===== src/rtl/shared_register_arbiter_pkg.sv =====
// Shared types and width helpers for the round-robin shared-register arbiter.
package shared_register_arbiter_pkg;

    typedef enum logic {IDLE, GRANT} state_e;

    function automatic int owner_w(input int n);
        return (n > 1) ? $clog2(n) : 1;
    endfunction

    // Hold counter must represent 0..MAX_HOLD.
    function automatic int hold_cnt_w(input int max_hold);
        return $clog2(max_hold + 1);
    endfunction

endpackage


===== src/rtl/data_reg_en.sv =====
// W-bit data register with load enable and async active-high clear.
module data_reg_en #(
    parameter int W = 8
) (
    input  logic         clk_i,
    input  logic         rst_i,
    input  logic         en_i,
    input  logic [W-1:0] d_i,
    output logic [W-1:0] q_o
);

    always_ff @(posedge clk_i or posedge rst_i) begin
        if (rst_i)     q_o <= '0;
        else if (en_i) q_o <= d_i;
    end

endmodule


===== src/rtl/shared_register_arbiter.sv =====
// Round-robin arbiter granting one requester at a time write access to a shared
// register, with a bounded hold time per grant.
module shared_register_arbiter
    import shared_register_arbiter_pkg::*;
#(
    parameter int N        = 4,
    parameter int W        = 8,
    parameter int MAX_HOLD = 4
) (
    input  logic                  clk_i,
    input  logic                  rst_i,
    input  logic [N-1:0]          req_i,
    input  logic [N*W-1:0]        wdata_i,
    output logic [N-1:0]          gnt_o,
    output logic [owner_w(N)-1:0] owner_o,
    output logic                  busy_o,
    output logic [W-1:0]          q_o,
    output logic                  q_valid_o
);

    localparam int OW = owner_w(N);
    localparam int CW = hold_cnt_w(MAX_HOLD);

    state_e        state_q;
    logic [N-1:0]  gnt_q;
    logic [OW-1:0] owner_q;
    logic [OW-1:0] last_q;
    logic [CW-1:0] hold_cnt_q;
    logic          q_valid_q;

    logic [OW-1:0] base_d;
    logic [OW-1:0] win_d;
    logic          load_d;
    logic          release_d;

    // First requester after 'last', wrapping; 'last' itself is checked last.
    function automatic logic [OW-1:0] rr_pick(input logic [N-1:0] r, input logic [OW-1:0] last);
        logic [OW-1:0] pick;
        logic          found;
        pick  = '0;
        found = 1'b0;
        for (int k = 1; k <= N; k++) begin
            int j;
            j = (int'(last) + k) % N;
            if (!found && r[j]) begin
                pick  = OW'(j);
                found = 1'b1;
            end
        end
        return pick;
    endfunction

    // On release the owner becomes the new 'last' in the same edge.
    always_comb begin
        base_d    = (state_q == GRANT) ? owner_q : last_q;
        win_d     = rr_pick(req_i, base_d);
        load_d    = (state_q == GRANT) && req_i[owner_q];
        release_d = !req_i[owner_q] || (hold_cnt_q == CW'(MAX_HOLD - 1));
    end

    always_ff @(posedge clk_i or posedge rst_i) begin
        if (rst_i) begin
            state_q    <= IDLE;
            gnt_q      <= '0;
            owner_q    <= '0;
            last_q     <= OW'(N - 1);
            hold_cnt_q <= '0;
            q_valid_q  <= 1'b0;
        end else begin
            if (load_d) q_valid_q <= 1'b1;
            case (state_q)
                IDLE: begin
                    if (|req_i) begin
                        state_q    <= GRANT;
                        gnt_q      <= N'(1) << win_d;
                        owner_q    <= win_d;
                        hold_cnt_q <= '0;
                    end
                end
                GRANT: begin
                    if (!release_d) begin
                        hold_cnt_q <= hold_cnt_q + CW'(1);
                    end else begin
                        last_q     <= owner_q;
                        hold_cnt_q <= '0;
                        if (|req_i) begin
                            gnt_q   <= N'(1) << win_d;
                            owner_q <= win_d;
                        end else begin
                            state_q <= IDLE;
                            gnt_q   <= '0;
                            owner_q <= '0;
                        end
                    end
                end
                default: state_q <= IDLE;
            endcase
        end
    end

    data_reg_en #(.W(W)) u_data_reg (
        .clk_i (clk_i),
        .rst_i (rst_i),
        .en_i  (load_d),
        .d_i   (wdata_i[owner_q*W +: W]),
        .q_o   (q_o)
    );

    assign gnt_o     = gnt_q;
    assign owner_o   = owner_q;
    assign busy_o    = (state_q == GRANT);
    assign q_valid_o = q_valid_q;

endmodule


===== config.mk =====
export PLATFORM = sky130hd
export DESIGN_NAME = shared_register_arbiter
export DESIGN_NICKNAME = d
export VERILOG_FILES = /design/src/rtl/shared_register_arbiter_pkg.sv /design/src/rtl/data_reg_en.sv /design/src/rtl/shared_register_arbiter.sv
export SDC_FILE = /design/constraint.sdc
export NUM_CORES = 1
export LEC_CHECK = 0
export BUFFER_PORTS_ARGS = -buffer_cell sky130_fd_sc_hd__buf_2
export CAP_MARGIN = 30
export CORE_UTILIZATION = 50
export DETAILED_ROUTE_END_ITERATION = 8
export GPL_TIMING_DRIVEN = 0
export PLACE_DENSITY = 0.83
export SYNTH_ARGS = -nofsm -noshare
export SYNTH_HDL_FRONTEND = slang
export SYNTH_SLANG_ARGS = --single-unit

===== constraint.sdc =====
create_clock -name clk_i -period 3.4 [get_ports clk_i]
set_input_delay 0.68 -clock clk_i [delete_from_list [all_inputs] [get_ports clk_i]]
set_output_delay 0.68 -clock clk_i [all_outputs]
set_load 0.02 [all_outputs]

==> results.sh, run 1 <==
export IMPL_status="finished, final reports clean"
export IMPL_ioPinCount=54
export IMPL_crit_path_end="gnt_o[2]"
export IMPL_core_um2=2300
export IMPL_p_seq_share_pct=32.3
export IMPL_drt_initial_drc_count=21
export IMPL_crit_chain="ha_1, ha_1, and3b_1, a22oi_4, nor3b_2, a22o_1"
export IMPL_drtPass1Iterations=4
export IMPL_clock_fmax_mhz=536
export IMPL_slowest_delay_ps=380
export IMPL_synth_most_common_cell="dfrtp_1"
export IMPL_syn2layout_area_growth_pct=25.6
export IMPL_fin_setup_tns_ps=0
export IMPL_switching_share_pct=40.2
export IMPL_routed_via_count=978
export IMPL_cp_max_fo=7
export IMPL_postCtsHoldBufs=0
export IMPL_netlist_instances=93
export IMPL_worstPathRequired_ps=3650
export IMPL_fin_ws_ps=1540
export IMPL_p_leak_nw=0.766
export IMPL_die_w_um=52.5
export IMPL_power_density_nw_per_um2=833
export IMPL_dp_slack_ps=1360
export IMPL_switching_power_mw=0.536
export IMPL_cts_setup_buffers=0
export IMPL_viasPerCell=5.49
export IMPL_cts_root_buffer="clkbuf_4"
export IMPL_grt_use_total_pct=20.8
export IMPL_nets=191
export IMPL_ys_flop_type="dfrtp_1"
export IMPL_dpl_hpwl_um=2110
export IMPL_clockBufferDepth=2
export IMPL_antenna_found_initial=0
export IMPL_clock_latency_ps=310
export IMPL_grt_overflow_total=0
export IMPL_globalplace_congestion=0.772
export IMPL_synth_area_leaders="dfrtp_1 37%, mux4_2 14%, mux2_2 5.3%, mux2_4 4.7%, dfstp_2 4.1%"
export IMPL_maxCapViolations=0
export IMPL_drive_gt1_share_pct=58.7
export IMPL_yosys_area_top_type="dfrtp_1"
export IMPL_power_frac_clock_pct=8.9
export IMPL_end_kind="flip-flop"
export IMPL_multiInputGateArea_um2=691
export IMPL_wirelength_um=2630
export IMPL_num_rows=17
export IMPL_ir_drop_v=0.000585
export IMPL_synth_fp_nets=133
export IMPL_path_clk_slew_ps=110
export IMPL_grt_setup_unrepaired="no"
export IMPL_regArea_um2=528
export IMPL_finClkSkew_ps=5.56
export IMPL_io_buffer_count=53
export IMPL_crit_path_frequent_cell="ha_1"
export IMPL_crit_slowest_cell="dfrtp_1"
export IMPL_die_h_um=52.5
export IMPL_finalSetupViolCount=0
export IMPL_worstReg2RegStart="hold_cnt_q[0]"
export IMPL_tritoncts="yes"
export IMPL_ant_nets=0
export IMPL_antenna_cells=0
export IMPL_ys_ff_latch=21
export IMPL_ys_top_cells_by_count="19 x dfrtp_1, 8 x mux4_2, 7 x inv_1"
export IMPL_htree_levels=1
export IMPL_synth_warnings=0
export IMPL_maxSlewHeadroom_pct=50.7
export IMPL_r2r_cells=6
export IMPL_crit_arrival_ps=2110
export IMPL_synth_yosys_seq_area_share_pct=41.4
export IMPL_async_flop_share_pct=100
export IMPL_grt_pass1_wl_um=4150
export IMPL_min_period_ps=1860
export IMPL_synth_edff_count=0
export IMPL_drc=0
export IMPL_wl_per_cell_um=14.8
export IMPL_power_frac_comb_pct=58.8
export IMPL_nFillCells=171
export IMPL_grt_pass1_vias=970
export IMPL_maxSlewViolCount=0
export IMPL_cts_resized=0
export IMPL_cp_startpoint="hold_cnt_q[0]"
export IMPL_synth_cell_types=38
export IMPL_critical_path_class="reg2reg"
export IMPL_critPathLaunchType="flip-flop"
export IMPL_cts_sinks=21
export IMPL_reg2reg_to="gnt_o[2]"
export IMPL_die_area_um2=2760
export IMPL_hold_class="in2async"
export IMPL_r2r_setup_slack_ps=1540
export IMPL_grt_max_degree=22
export IMPL_internal_power_mw=0.798
export IMPL_tightest_slew_ps=738
export IMPL_synth_top_area_share_pct=37.3
export IMPL_fin_crit_sh_pct=54.8
export IMPL_finalHoldViolCount=0
export IMPL_start_util_pct=55.5
export IMPL_cts_inserted_buffers=3
export IMPL_synth_area_um2=1270
export IMPL_syn_area_per_cell_um2=13.7
## routing by layer
layer / routed length [um] / track usage [%]
met5: 0 / 0
met4: 26 / 5.26
met3: 106 / 4.35
met2: 1400 / 38.0
met1: 1090 / 24.3
## registers in the layout (all words and copies together), names as in the netlist
signal and cells:
u_data_reg.q_o 8, gnt_o 4, hold_cnt_q 3, busy_o 1, owner_o 2, q_valid_o 1, last_q 2
## power groups by stage
stage / registers (mW) / clock network, mW / logic [mW]
final: 0.431 / 0.118 / 0.785
after global routing: 0.444 / 0.130 / 0.844
after CTS: 0.431 / 0.122 / 0.792
after detailed placement: 0.436 / 0 / 0.791
after global placement: 0.427 / 0 / 0.766
after floorplan: 0.524 / 0 / 0.503
## critical path: cells and delay by family (launching register included)
kind	cells	cell delay, ps
flops	1	380
simple gates	2	550
compound gates	2	500
fa+ha+maj	2	370
## how the worst min path moves through the flow
stage | startpoint | to | slack (ps)
global placement | q_valid_o | q_valid_o | 450
CTS | hold_cnt_q[0] | hold_cnt_q[0] | 490
finish | rst_i | u_data_reg.q_o[7] | 480
global route | hold_cnt_q[0] | hold_cnt_q[0] | 500
detailed placement | gnt_o[1] | gnt_o[1] | 470
floorplan | hold_cnt_q[0] | hold_cnt_q[0] | 460
## through the flow
| stage | hold WS, ps | area [um^2] | power (mW) | cells | util [%] |
|---|---|---|---|---|---|
| 2_1_floorplan | 457 | 1270 | 1.03 | 93 | - |
| 3_3_place_gp | 446 | 1580 | 1.19 | 174 | 68.6 |
| 3_5_place_dp | 471 | 1580 | 1.23 | 174 | 68.6 |
| 4_1_cts | 491 | 1600 | 1.34 | 178 | 69.7 |
| 5_1_grt | 503 | 1600 | 1.42 | 178 | 69.7 |
| 6_report | 482 | 1600 | 1.33 | 178 | 69.7 |
## cell type report
cell class / count / area share, %
timing repair buffer: 53 / 16.6
sequential: 21 / 33.0
tap: 28 / 2.19
buffer: 5 / 1.64
multi-input combinational: 59 / 43.1
inverter: 8 / 1.87
clock buffer: 4 / 1.64
## cells in the final DEF (no fill, tap or decap), types with 2 or more instances in the layout
cell type / count
a21oi_1: 2
a22o_1: 2
and3b_1: 2
buf_2: 56
clkbuf_1: 2
clkbuf_4: 3
dfrtp_1: 19
dfstp_2: 2
ha_1: 2
inv_1: 7
mux2_1: 4
mux2_2: 6
mux2_4: 4
mux2i_1: 2
mux4_2: 8
nor2b_1: 2
nor3b_2: 2
o211ai_1: 3
o2bb2ai_1: 2
## kinds of logic after synthesis
kind of cell	share of synthesized area [%]
adders and majority gates	1.96
DFF	41.4
muxes	29.2
buffers and inverters	4.42
AOI/OAI and AO/OA	14.8
and+or+nand+nor	8.14
Note: power is estimated with default switching activity, not from simulation.
==> run 2, diff against run 1 <==
CORE_UTILIZATION = 47   (was 50)
PLACE_DENSITY = 0.79   (was 0.83)
clock period = 1.9 ns   (was 3.4 ns; I/O delays follow)
==> results.sh, run 2 (same netlist as run 1, synthesis figures left out) <==
export IMPL_fin_ws_ps=70.3
export IMPL_maxSlewViolCount=0
export IMPL_wl_per_cell_um=15.1
export IMPL_fin_crit_sh_pct=96.3
export IMPL_min_period_ps=1830
export IMPL_core_um2=2520
export IMPL_syn2layout_area_growth_pct=25.8
export IMPL_dpl_hpwl_um=2120
export IMPL_cts_setup_buffers=0
export IMPL_grt_use_total_pct=20.5
export IMPL_cts_inserted_buffers=3
export IMPL_status="finished, final reports clean"
export IMPL_p_seq_share_pct=32.1
export IMPL_clock_fmax_mhz=547
export IMPL_drc=0
export IMPL_p_leak_nw=0.766
export IMPL_routed_via_count=998
export IMPL_crit_chain="clkbuf_1, mux4_2, mux2_1"
export IMPL_slowest_delay_ps=530
export IMPL_antenna_found_initial=0
export IMPL_grt_max_degree=22
export IMPL_top_register="u_data_reg.q_o"
export IMPL_drt_initial_drc_count=17
export IMPL_crit_arrival_ps=2040
export IMPL_num_rows=18
export IMPL_path_clk_slew_ps=120
export IMPL_worstPathRequired_ps=2110
export IMPL_postCtsHoldBufs=0
export IMPL_finalSetupViolCount=0
export IMPL_htree_levels=1
export IMPL_start_util_pct=50.5
export IMPL_met2_usage_pct=33.7
export IMPL_nFillCells=212
export IMPL_clock_latency_ps=310
export IMPL_cp_max_fo=10
export IMPL_fin_setup_tns_ps=0
export IMPL_finish_instance_area_um2=1600
export IMPL_cts_resized=0
export IMPL_internal_power_mw=1.43
export IMPL_globalplace_congestion=0.747
export IMPL_switching_share_pct=40.3
export IMPL_dp_slack_ps=59.2
export IMPL_tritoncts="yes"
export IMPL_crit_slowest_cell="clkbuf_1"
export IMPL_most_common_layout_cells="56 x buf_2, 19 x dfrtp_1, 8 x mux4_2"
export IMPL_die_h_um=54.1
export IMPL_nets=191
export IMPL_ioPinCount=54
export IMPL_instances_no_fill=180
export IMPL_critPathLaunchType="flip-flop"
export IMPL_switching_power_mw=0.965
export IMPL_tightest_slew_ps=772
export IMPL_cts_root_buffer="clkbuf_4"
export IMPL_power_density_nw_per_um2=1490
export IMPL_grt_pass1_vias=926
export IMPL_drive_gt1_share_pct=58.7
export IMPL_ir_drop_v=0.00101
export IMPL_end_kind="flip-flop"
export IMPL_ant_nets=0
export IMPL_clockBufferDepth=2
export IMPL_placedCellCount=176
export IMPL_power_frac_comb_pct=58.9
export IMPL_finClkSkew_ps=10.2
export IMPL_grt_pass1_wl_um=4120
export IMPL_largest_reg_flops=8
export IMPL_layout_commonest_cell="buf_2"
export IMPL_p_total_mw=2.39
export IMPL_final_util_pct=63.6
export IMPL_wirelength_um=2720
export IMPL_whs_ps=186
export IMPL_maxSlewHeadroom_pct=48.5
export IMPL_die_w_um=54.1
export IMPL_met1_usage_pct=25.8
export IMPL_place_area_um2=1580
export IMPL_viasPerCell=5.54
export IMPL_grt_overflow_total=0
export IMPL_die_area_um2=2930
export IMPL_hold_class="in2async"
export IMPL_maxCapViolations=0
export IMPL_cts_sinks=21
export IMPL_io_buffer_count=53
export IMPL_power_frac_clock_pct=9.0
export IMPL_finalHoldViolCount=0
export IMPL_antenna_cells=0
export IMPL_drtPass1Iterations=4
export IMPL_grt_setup_unrepaired="no"
export IMPL_grt_busiest_layer="met2"
export IMPL_critical_path_class="reg2reg"
export IMPL_grtUsageMet3_pct=5.93
==> run 2: cell counts in the layout (fill, tap and decap cells not counted) <==
No cell type changed its count.
==> run 2: layer usage <==
| metal | up-vias | wire length [um] |
|---|---|---|
| li1 | 476 | - |
| met1 | 492 | 1120 |
| met2 | 25 | 1460 |
| met3 | 5 | 116 |
| met4 | 0 | 29 |
| met5 | - | 0 |
==> run 2: worst paths after layout <==
| path | startpoint | end | slack (ps) | cells after the start |
|---|---|---|---|---|
| setup / recovery | owner_o[1] | u_data_reg.q_o[7] | 70 | 3 |
| hold / removal | rst_i | u_data_reg.q_o[7] | 190 | 2 |
| setup reg to reg | owner_o[1] | u_data_reg.q_o[7] | 70 | 3 |
| hold reg to reg | q_valid_o | q_valid_o | 480 | 1 |
| max in group asynchronous | rst_i | gnt_o[0] | 1220 | 2 |
| min in group clk_i | q_valid_o | q_valid_o | 480 | 1 |
==> run 2: worst max-delay path, delay by kind of cell, from the launching register on <==
kind	cells	cell delay [ps]
mux	2	700
flops	1	510
buf+inv	1	530
==> run 2: power groups by stage <==
stage | Sequential [mW] | Combinational [mW] | Clock [mW]
floorplan | 0.937 | 0.900 | 0
global placement | 0.765 | 1.38 | 0
detailed placement | 0.777 | 1.42 | 0
CTS | 0.769 | 1.43 | 0.223
global route | 0.794 | 1.52 | 0.245
finish | 0.768 | 1.41 | 0.215
==> run 2: area by class of cell <==
type	count	area (um^2)	area share [%]
multi-input combinational	59	691	43.1
sequential	21	528	32.9
timing repair buffer	53	265	16.5
tap	30	37.5	2.34
inverter	8	30.0	1.87
clock buffer	4	26.3	1.64
buffer	5	26.3	1.64
==> run 3, diff against run 2 <==
RECOVER_POWER = 100   (was unset)
==> results.sh, run 3 (same netlist as run 1, synthesis figures left out) <==
export IMPL_status="finished, final reports clean"
export IMPL_io_buffer_count=53
export IMPL_cts_sinks=21
export IMPL_crit_path_end="u_data_reg.q_o[7]"
export IMPL_regArea_um2=528
export IMPL_p_seq_share_pct=32.7
export IMPL_clock_fmax_mhz=544
export IMPL_drt_initial_drc_count=17
export IMPL_cp_startpoint="owner_o[1]"
export IMPL_r2r_cells=3
export IMPL_power_density_nw_per_um2=1490
export IMPL_postCtsHoldBufs=0
export IMPL_grt_max_degree=22
export IMPL_tightest_slew_ps=770
export IMPL_cts_inserted_buffers=3
export IMPL_maxCapViolations=0
export IMPL_multiInputGateArea_um2=687
export IMPL_ir_drop_v=0.000983
export IMPL_maxSlewHeadroom_pct=48.6
export IMPL_most_common_layout_cells="38 x buf_2, 19 x clkbuf_1, 19 x dfrtp_1"
export IMPL_globalplace_congestion=0.747
export IMPL_power_frac_clock_pct=9.2
export IMPL_fin_crit_sh_pct=96.8
export IMPL_ioPinCount=54
export IMPL_syn2layout_area_growth_pct=23.8
export IMPL_finalSetupViolCount=0
export IMPL_nets=191
export IMPL_finalHoldViolCount=0
export IMPL_p_total_mw=2.36
export IMPL_whs_ps=180
export IMPL_ant_nets=0
export IMPL_top_register="u_data_reg.q_o"
export IMPL_die_h_um=54.1
export IMPL_hold_class="in2async"
export IMPL_clockBufferDepth=2
export IMPL_grt_use_total_pct=20.5
export IMPL_crit_arrival_ps=2050
export IMPL_layout_commonest_cell="buf_2"
export IMPL_maxSlewViolCount=0
export IMPL_min_period_ps=1840
export IMPL_dpl_hpwl_um=2120
export IMPL_grt_overflow_total=0
export IMPL_drive_gt1_share_pct=46.7
export IMPL_finClkSkew_ps=10.3
export IMPL_wirelength_um=2750
export IMPL_antenna_found_initial=0
export IMPL_routed_via_count=1013
export IMPL_end_kind="flip-flop"
export IMPL_nFillCells=226
export IMPL_cts_resized=0
export IMPL_internal_power_mw=1.39
export IMPL_fin_setup_tns_ps=0
export IMPL_power_frac_comb_pct=58.1
export IMPL_die_w_um=54.1
export IMPL_grt_pass1_wl_um=4120
export IMPL_drc=0
export IMPL_switching_share_pct=41.2
export IMPL_grt_pass1_vias=926
export IMPL_viasPerCell=5.63
export IMPL_core_um2=2520
export IMPL_start_util_pct=50.5
export IMPL_critPathLaunchType="flip-flop"
export IMPL_path_clk_slew_ps=120
export IMPL_wl_per_cell_um=15.3
export IMPL_p_leak_nw=0.720
export IMPL_cts_root_buffer="clkbuf_4"
export IMPL_num_rows=18
export IMPL_r2r_setup_slack_ps=60
export IMPL_largest_reg_flops=8
export IMPL_die_area_um2=2930
export IMPL_cts_setup_buffers=0
export IMPL_clock_latency_ps=310
export IMPL_antenna_cells=0
export IMPL_cp_max_fo=10
export IMPL_grt_setup_unrepaired="no"
export IMPL_switching_power_mw=0.972
export IMPL_critical_path_class="reg2reg"
export IMPL_worstPathRequired_ps=2110
export IMPL_htree_levels=1
export IMPL_drtPass1Iterations=4
export IMPL_reg2reg_to="u_data_reg.q_o[7]"
export IMPL_tritoncts="yes"
export IMPL_worstReg2RegStart="owner_o[1]"
==> run 3: worst min path at each step <==
| stage | endpoint | cells after the start | start | slack [ps] |
|---|---|---|---|---|
| global route | u_data_reg.q_o[7] | 2 | rst_i | 260 |
| global placement | q_valid_o | 1 | q_valid_o | 440 |
| floorplan | busy_o | 1 | rst_i | 360 |
| finish | u_data_reg.q_o[7] | 2 | rst_i | 180 |
| detailed placement | q_valid_o | 1 | q_valid_o | 450 |
| CTS | u_data_reg.q_o[7] | 2 | rst_i | 210 |
==> run 3: per-stage QoR <==
stage          setup WS (ps)  std cells  util (%)  area (um^2)
3_3_place_gp             174        176      62.5         1580
4_1_cts                 51.9        180      63.6         1600
2_1_floorplan            156         93         -         1270
5_1_grt                 4.21        180      62.6         1580
3_5_place_dp            59.2        176      62.5         1580
6_report                61.6        180      62.6         1580
==> run 3: area by class of cell <==
| class | instances | area share [%] |
|---|---|---|
| Buffer | 5 | 1.58 |
| Clock buffer | 4 | 1.66 |
| Inverter | 8 | 1.90 |
| Multi-Input combinational cell | 59 | 43.5 |
| Sequential cell | 21 | 33.4 |
| Tap cell | 30 | 2.38 |
| Timing Repair Buffer | 53 | 15.5 |
==> run 3: routing by layer <==
metal  up-vias  global-route usage (%)  routed length (um)
met5         -                       0                   0
met4         0                    6.41                  44
met3         8                    5.93                 132
met2        27                    33.7                1430
met1       504                    25.8                1140
li1        474                       -                   -
==> run 3: critical path, stage by stage (launching register included) <==
cell      delay [ps]
dfrtp_1          520
clkbuf_1         530
mux4_2           410
mux2_1           290
==> run 3: power by group through the flow <==
stage / Sequential [mW] / Clock (mW) / Combinational (mW)
floorplan: 0.937 / 0 / 0.900
global placement: 0.765 / 0 / 1.38
detailed placement: 0.777 / 0 / 1.42
CTS: 0.769 / 0.223 / 1.43
global route: 0.799 / 0.245 / 1.48
finish: 0.770 / 0.218 / 1.37
